## config.mk

```make
export PLATFORM = sky130hd
export DESIGN_NAME = dcache_replace
export DESIGN_NICKNAME = d
export VERILOG_FILES = /design/src/rtl/dcache_replace.sv
export SDC_FILE = /design/constraint.sdc
export NUM_CORES = 1
export LEC_CHECK = 0
export ABC_AREA = 1
export CELL_PAD_IN_SITES_DETAIL_PLACEMENT = 1
export CELL_PAD_IN_SITES_GLOBAL_PLACEMENT = 1
export CORE_UTILIZATION = 30
export CTS_BUF_LIST = sky130_fd_sc_hd__clkbuf_4 sky130_fd_sc_hd__clkbuf_8 sky130_fd_sc_hd__clkbuf_16
export CTS_CLUSTER_SIZE = 12
export DETAILED_ROUTE_END_ITERATION = 10
export PLACE_DENSITY = 0.82
export SYNTH_ARGS = -nofsm -noshare
export SYNTH_HDL_FRONTEND = slang
export SYNTH_SLANG_ARGS = --single-unit
```

## constraint.sdc

```tcl
create_clock -name clock -period 2.45 [get_ports clock]
set_input_delay 0.6125 -clock clock [delete_from_list [all_inputs] [get_ports clock]]
set_output_delay 0.6125 -clock clock [all_outputs]
set_load 0.03 [all_outputs]
```

## src/rtl/dcache_replace.sv

```systemverilog
`default_nettype none
// +----------------------------------------------------------------------------+
// | Module      : dcache_replace                                               |
// | Description : Dcache miss victim selection. Reads the set's dirty vector,  |
// |               picks a victim way, issues a writeback when the victim is    |
// |               dirty, then issues the fill request (index, way, new tag).   |
// |               Optional macro DCACHE_REPLACE_PLRU_EN swaps the global       |
// |               round-robin pointer for a per-set 7-bit tree PLRU.           |
// | Revision    : 1.0 - initial release                                        |
// +----------------------------------------------------------------------------+
module dcache_replace #(
    parameter int TAG_W   = 20,
    parameter int INDEX_W = 6
) (
    input  logic               clock,
    input  logic               reset,
    input  logic               miss_valid,
    output logic               miss_ready,
    input  logic [INDEX_W-1:0] miss_index,
    input  logic [TAG_W-1:0]   miss_tag,
    output logic               replace2dirty_array_valid,
    output logic [INDEX_W-1:0] replace2dirty_array_index,
    output logic               replace2dirty_array_ready,
    input  logic [7:0]         dirty_array2replace_rdata,
    output logic               replace2wb_valid,
    input  logic               wb2replace_ready,
    output logic [INDEX_W-1:0] replace2wb_index,
    output logic [2:0]         replace2wb_way,
    output logic               replace2fill_valid,
    input  logic               fill2replace_ready,
    output logic [INDEX_W-1:0] replace2fill_index,
    output logic [2:0]         replace2fill_way,
    output logic [TAG_W-1:0]   replace2fill_tag,
    input  logic               hit_valid,
    input  logic [INDEX_W-1:0] hit_index,
    input  logic [2:0]         hit_way,
    output logic               busy
);

    localparam logic [2:0] c_ST_IDLE     = 3'd0;
    localparam logic [2:0] c_ST_READ     = 3'd1;
    localparam logic [2:0] c_ST_DECIDE   = 3'd2;
    localparam logic [2:0] c_ST_WB_REQ   = 3'd3;
    localparam logic [2:0] c_ST_FILL_REQ = 3'd4;

    logic [2:0]         r_state;
    logic [2:0]         w_state_nxt;
    logic [INDEX_W-1:0] r_index;
    logic [TAG_W-1:0]   r_tag;
    logic [2:0]         r_way;
    logic [2:0]         w_victim;
    logic               w_miss_hs;
    logic               w_fill_hs;

    assign w_miss_hs = (r_state == c_ST_IDLE) && miss_valid;
    assign w_fill_hs = (r_state == c_ST_FILL_REQ) && fill2replace_ready;

    // State register; reset drops any in-flight miss immediately.
    always_ff @(posedge clock or posedge reset) begin
        if (reset) r_state <= c_ST_IDLE;
        else       r_state <= w_state_nxt;
    end

    // Next-state logic: READ and DECIDE are single-cycle by construction.
    always_comb begin
        w_state_nxt = r_state;
        case (r_state)
            c_ST_IDLE:     if (miss_valid) w_state_nxt = c_ST_READ;
            c_ST_READ:     w_state_nxt = c_ST_DECIDE;
            c_ST_DECIDE:   w_state_nxt = dirty_array2replace_rdata[w_victim] ? c_ST_WB_REQ
                                                                             : c_ST_FILL_REQ;
            c_ST_WB_REQ:   if (wb2replace_ready) w_state_nxt = c_ST_FILL_REQ;
            c_ST_FILL_REQ: if (fill2replace_ready) w_state_nxt = c_ST_IDLE;
            default:       w_state_nxt = c_ST_IDLE;
        endcase
    end

    // Request registers; the victim is frozen in DECIDE for the whole request.
    always_ff @(posedge clock or posedge reset) begin
        if (reset) begin
            r_index <= '0;
            r_tag   <= '0;
            r_way   <= '0;
        end else begin
            if (w_miss_hs) begin
                r_index <= miss_index;
                r_tag   <= miss_tag;
            end
            if (r_state == c_ST_DECIDE) r_way <= w_victim;
        end
    end

`ifdef DCACHE_REPLACE_PLRU_EN
    // Tree layout: bit0 root, bit1/bit2 left/right halves, bits3..6 way pairs.
    // A 0 bit descends left; a touch points every node on the path away.
    function automatic logic [6:0] f_plru_touch(input logic [6:0] bits, input logic [2:0] way);
        logic [6:0] v_b;
        v_b    = bits;
        v_b[0] = ~way[2];
        if (way[2]) v_b[2] = ~way[1];
        else        v_b[1] = ~way[1];
        case (way[2:1])
            2'd0:    v_b[3] = ~way[0];
            2'd1:    v_b[4] = ~way[0];
            2'd2:    v_b[5] = ~way[0];
            default: v_b[6] = ~way[0];
        endcase
        return v_b;
    endfunction

    function automatic logic [2:0] f_plru_victim(input logic [6:0] bits);
        logic [2:0] v_w;
        v_w[2] = bits[0];
        v_w[1] = v_w[2] ? bits[2] : bits[1];
        case (v_w[2:1])
            2'd0:    v_w[0] = bits[3];
            2'd1:    v_w[0] = bits[4];
            2'd2:    v_w[0] = bits[5];
            default: v_w[0] = bits[6];
        endcase
        return v_w;
    endfunction

    logic [6:0] r_plru [2**INDEX_W];
    logic [6:0] w_plru_fill_base;

    assign w_victim = f_plru_victim(r_plru[r_index]);

    // A same-set hit in the fill cycle is folded in before the fill touch.
    always_comb begin
        w_plru_fill_base = r_plru[r_index];
        if (hit_valid && (hit_index == r_index))
            w_plru_fill_base = f_plru_touch(r_plru[r_index], hit_way);
    end

    // PLRU storage: hit touches, then fill touch (later write wins on same set).
    always_ff @(posedge clock or posedge reset) begin
        if (reset) begin
            for (int i = 0; i < 2**INDEX_W; i++) r_plru[i] <= '0;
        end else begin
            if (hit_valid) r_plru[hit_index] <= f_plru_touch(r_plru[hit_index], hit_way);
            if (w_fill_hs) r_plru[r_index] <= f_plru_touch(w_plru_fill_base, r_way);
        end
    end
`else
    logic [2:0] r_rr_ptr;
    logic       w_unused_hit;

    assign w_victim     = r_rr_ptr;
    assign w_unused_hit = &{1'b0, hit_valid, hit_index, hit_way};

    // Global round-robin pointer, advanced once per completed fill.
    always_ff @(posedge clock or posedge reset) begin
        if (reset)          r_rr_ptr <= '0;
        else if (w_fill_hs) r_rr_ptr <= r_rr_ptr + 3'd1;
    end
`endif

    assign miss_ready                = (r_state == c_ST_IDLE);
    assign busy                      = (r_state != c_ST_IDLE);
    assign replace2dirty_array_valid = (r_state == c_ST_READ);
    assign replace2dirty_array_index = r_index;
    assign replace2dirty_array_ready = (r_state == c_ST_DECIDE);
    assign replace2wb_valid          = (r_state == c_ST_WB_REQ);
    assign replace2wb_index          = r_index;
    assign replace2wb_way            = r_way;
    assign replace2fill_valid        = (r_state == c_ST_FILL_REQ);
    assign replace2fill_index        = r_index;
    assign replace2fill_way          = r_way;
    assign replace2fill_tag          = r_tag;

endmodule
`default_nettype wire

```

==> results of run 1 <==
==> kinds of logic after synthesis <==
kind of cell | count (synthesis)
XOR/XNOR | 2
multiplexers | 26
adder cells (fa/ha/maj) | 1
flip-flops | 35
AO/OA/AOI/OAI | 4
AND/OR/NAND/NOR | 42
buffers and inverters | 35
==> cell usage in the layout (no fill, tap or decap) <==
cell	count
ha_1	1
a21oi_1	1
o21ai_0	3
dfrtp_1	35
nor2_2	1
nor3_1	2
inv_1	17
buf_4	1
nand2_4	1
xor2_1	2
clkinv_2	1
mux2_2	6
clkdlybuf4s50_1	86
clkbuf_4	1
dlymetal6s2s_1	2
nor2_1	3
clkbuf_8	5
nand2_1	23
nand2_2	1
nand3_1	11
mux2_4	20
bufinv_16	2
==> state kept, by name, summed over array words and instances (netlist names) <==
register and flops:
replace2dirty_array_index 6, r_state 3, replace2fill_way 3, r_rr_ptr 3, replace2fill_tag 20
==> path summary, 6_finish.rpt <==
path	start	to	slack [ns]	cells after the start
max	r_state[2]	miss_ready	0.12	4
min	replace2fill_tag[16]	replace2fill_tag[16]	0.51	1
max reg2reg	r_state[2]	replace2fill_tag[13]	0.91	5
min reg2reg	replace2fill_tag[16]	replace2fill_tag[16]	0.51	1
max in group asynchronous	reset	replace2fill_tag[8]	1.39	3
min in group asynchronous	reset	replace2fill_tag[0]	0.75	3
==> where the power goes <==
part	switching [mW]	internal, mW	total, mW
registers	0.219	0.872	1.09
logic	1.37	1.17	2.54
clock network	0.201	0.418	0.619
==> routing by layer <==
| metal | GRT usage, % | part of all wire (%) | up-vias |
|---|---|---|---|
| li1 | - | - | 606 |
| met1 | 17.2 | 43 | 606 |
| met2 | 24.0 | 51 | 48 |
| met3 | 3.21 | 5.2 | 2 |
| met4 | 3.46 | 0.26 | 0 |
| met5 | 0 | 0 | - |
==> area by class of cell <==
class                           count  area, µm²  share of cell area, %
Timing Repair Buffer               89        893                   33.5
Sequential cell                    35        876                   32.8
Multi-Input combinational cell     75        604                   22.7
Tap cell                           70       87.6                   3.28
Clock buffer                        6       76.3                   2.86
Inverter                           18       68.8                   2.58
Clock inverter                      2       60.1                   2.25
==> stage by stage <==
stage                     util, %  hold slack (ns)  std cells
after floorplan                 -            0.512        145
after detailed placement     47.9            0.498        287
final                        50.6            0.514        295
after CTS                    50.5            0.518        295
after global routing         50.6            0.542        295
after global placement       47.9            0.486        287
==> results_dict.tcl, run 1 <==
set metrics [dict create \
    yosysSeqAreaShare_pct 52.0 \
    synth_top_area_share_pct 52.0 \
    synth_edf_count 0 \
    clock-root-buffer "clkbuf_8" \
    synth_top_family_by_area "multiplexers" \
    grt_antenna_before_repair 0 \
    ys.flop_type "dfrtp_1" \
    critPathLaunchType "flip-flop" \
    rsz0062_at_grt "no" \
    critical_path_class "flip-flop to primary output" \
    vdd_ir_drop_max_v 0.000664 \
    muxShareOfSynthArea_pct 21.8 \
    maxCapViolCount 0 \
    min-delay-path-class "flip-flop to flip-flop" \
    synth.avg_cell_area_um2 11.6 \
    cellLeakagePower_nw 1.29 \
    report.power.total_mw 4.25 \
    synthCells 145 \
    crit_path_max_fanout 5 \
    firstDrtPassIters 4 \
    cp_data_required_time_ns 1.84 \
    grt_max_degree 36 \
    cts_buffers 5 \
    wirelength_um 3800 \
    drtIter0Drc 41 \
    clk_path_buf_depth 2 \
    cp-end-kind "primary output" \
    die-area_um2 5920 \
    synth.area.top_cells "dfrtp_1, mux2_4, buf_4" \
    gp_congestion 0.778 \
    synthAdderAreaFrac_pct 0.743 \
    grt_pass1_vias 1292 \
    synth.most_common_cell "dfrtp_1" \
    ant_nets 0 \
    syn_area_um2 1680 \
    finalSetupViolCount 0 \
    dieHeight_um 76.9 \
    cp_slowest_cell "clkdlybuf4s50_1" \
    cts_resized 0 \
    critical_path_arrival_ns 1.72 \
    fin_crit_sh_pct 95.3 \
    hold_violations 0 \
    worst-path-buf-inv 2 \
    drc 0 \
    cts_setup_buffers 0 \
    cts.sink_count 35 \
    finClkSkew_ns 0.00843 \
    synth_top_area_cell "dfrtp_1" \
    max-slew-margin-rel_pct 69.2 \
    fillCellCount 585 \
    crit_path_cell_trace "nor2_2 > nand2_2 > clkinv_2 > clkdlybuf4s50_1" \
    nets 274 \
    setup_ws_ns 0.116 \
    grt_pass1_wl_um 6400 \
    port_buffers 88 \
    fin_crit_ns 2.33 \
    start_util_pct 32.0 \
    setup_tns_ns 0 \
    final_max_slew_viol_count 0 \
    yosys-top-cells-count "dfrtp_1, nand2_1, mux2_4" \
    dp_hpwl_um 2980 \
    synth_compound_area_share_pct 1.19 \
    fmaxAchievable_mhz 428 \
    synth_cell_type_count 18 \
    tritoncts "done" \
    track_usage_pct 13.8 \
    critPathTopFamily "buffers and inverters" \
    syn_nets 195 \
    h-tree-depth 2 \
    std_cell_rows 26 \
    die_w_um 76.9 \
    wl_per_cell_um 12.9 \
    async_reset_ff_share_pct 100 \
    place_area_um2 2520 \
    routed_via_density 4.28 \
    dp_worst_setup_slack_ns 0.322 \
    core_um2 5270 \
    holdBufCountCts 0 \
    p_per_area_nw_per_um2 1590 \
    drive_above_1_share_pct 17.3 \
    synth_xor_xnor_area_share_pct 1.04 \
    worst_pin_slew_ns 0.462 \
    io_pins 99 \
    fin_area_um2 2670 \
    cp_slowest_stage_delay_ns 0.68 \
    clk_latency_ns 0.28 \
    area_growth_pct 58.3 \
    diodes 0 \
    grt-ovfl-total 0 \
    ys_warn_count 0 \
    cts.clk_slew.worst_paths_ns 0.07 \
    status "finished, final reports clean" \
    synth-seq-cells 35 \
    vias 1262 \
    yosys.area_share.simple_pct 11.1 \
]
No activity file was read; power rests on OpenSTA's default activity.
==> inputs of run 2 (changes only) <==
GPL_TIMING_DRIVEN = 0   (was not set)
==> results_dict.tcl, run 2 (synthesis gave the netlist of run 1 again) <==
set metrics [dict create \
    status "finished, final reports clean" \
    drive_above_1_share_pct 23.1 \
    final_max_slew_viol_count 0 \
    rsz0062_at_grt "no" \
    holdBufCountCts 0 \
    dieHeight_um 76.9 \
    crit_path_max_fanout 5 \
    worst-path-buf-inv 2 \
    ant_nets 0 \
    gp_congestion 0.775 \
    critPathLaunchType "flip-flop" \
    fillCellCount 572 \
    dp_worst_setup_slack_ns 0.312 \
    cp-end-kind "primary output" \
    min-delay-path-class "flip-flop to flip-flop" \
    grt_pass1_wl_um 7050 \
    dr_wl_met2_um 2050 \
    nets 291 \
    vdd_ir_drop_max_v 0.000617 \
    cellLeakagePower_nw 1.35 \
    critical_path_arrival_ns 1.71 \
    tritoncts "done" \
    fin_crit_ns 2.33 \
    maxCapViolCount 0 \
    core_um2 5270 \
    holdWs_ns 0.506 \
    report.power.total_mw 4.24 \
    routed_via_density 4.24 \
    clock-root-buffer "clkbuf_8" \
    grt_antenna_before_repair 0 \
    grt_pass1_vias 1428 \
    drc 0 \
    vias 1322 \
    wirelength_um 3970 \
    area_growth_pct 64.5 \
    worst_pin_slew_ns 0.583 \
    mostFrequentLayoutCell "clkdlybuf4s50_1" \
    max-slew-margin-rel_pct 61.1 \
    routed.top_layer "met4" \
    cp_data_required_time_ns 1.84 \
    io_pins 99 \
    std_cell_rows 26 \
    critPathTopFamily "buffers and inverters" \
    cts_buffers 5 \
    finClkSkew_ns 0.00742 \
    p_per_area_nw_per_um2 1530 \
    die_w_um 76.9 \
    hold_violations 0 \
    clk_path_buf_depth 2 \
    cts.clk_slew.worst_paths_ns 0.07 \
    die-area_um2 5920 \
    clk_latency_ns 0.28 \
    setup_ws_ns 0.124 \
    fin_crit_sh_pct 94.9 \
    h-tree-depth 2 \
    grt-ovfl-total 0 \
    fin_area_um2 2770 \
    drtIter0Drc 58 \
    cp_slowest_cell "clkdlybuf4s50_1" \
    critical_path_class "flip-flop to primary output" \
    multi_input_comb_area_um2 604 \
    dp_hpwl_um 3180 \
    largest_register_ffs 20 \
    m1WireLength_um 1660 \
    final_cell_mix "clkdlybuf4s50_1, dfrtp_1, nand2_1, mux2_4, inv_1" \
    register_area_um2 876 \
    finalSetupViolCount 0 \
    grt_max_degree 24 \
    cts.sink_count 35 \
    wl_met3_um 231 \
    setup_tns_ns 0 \
    port_buffers 88 \
    crit_path_cell_trace "nor2_2 > nand2_2 > clkinv_2 > clkdlybuf4s50_1" \
    fmaxAchievable_mhz 430 \
    start_util_pct 32.0 \
    track_usage_pct 15.3 \
    diodes 0 \
    firstDrtPassIters 4 \
    wl_per_cell_um 12.7 \
    place_area_um2 2680 \
    cp_slowest_stage_delay_ns 0.68 \
]
run 2: per-stage QoR:
step / std cells / utilization, %
after floorplan: 145 / -
after global placement: 303 / 50.3
after detailed placement: 304 / 50.9
after CTS: 312 / 52.5
after global routing: 312 / 52.6
final: 312 / 52.6
run 2: what timing repair did:
| item | 4_1_cts | 5_1_grt |
|---|---|---|
| setup buffers | 0 | 0 |
| gates resized for setup | 1 | 1 |
| setup endpoints to repair | 1 | 1 |
run 2: path summary, 6_finish.rpt:
kind | startpoint | to | slack [ns] | depth (start not counted)
min reg2reg | replace2fill_tag[19] | replace2fill_tag[19] | 0.51 | 1
min in group asynchronous | reset | r_state[2] | 0.72 | 2
max reg2reg | r_state[2] | replace2fill_tag[17] | 1.00 | 6
max in group asynchronous | reset | replace2fill_tag[16] | 1.22 | 3
min | replace2fill_tag[19] | replace2fill_tag[19] | 0.51 | 1
max | r_state[2] | miss_ready | 0.12 | 4
run 2: power breakdown:
| part | total, mW | switching (mW) | internal (mW) |
|---|---|---|---|
| registers | 1.09 | 0.217 | 0.873 |
| logic | 2.74 | 1.40 | 1.34 |
| clock network | 0.416 | 0.195 | 0.221 |
| total | 4.24 | 1.81 | 2.43 |
run 2: per-layer routing:
| metal | global-route usage [%] | vias to the layer above |
|---|---|---|
| met1 | 18.0 | 627 |
| li1 | - | 636 |
| met3 | 4.64 | 4 |
| met5 | 0 | - |
| met2 | 26.1 | 55 |
| met4 | 5.19 | 0 |
run 2: cell type report:
cell class | count | share of cell area (%)
inverters | 18 | 2.48
clock buffers | 7 | 3.03
repair buffers | 89 | 32.8
plain buffers | 17 | 4.88
flip-flops and latches | 35 | 31.6
clock inverters | 1 | 0.181
well taps | 70 | 3.16
multi-input cells | 75 | 21.8
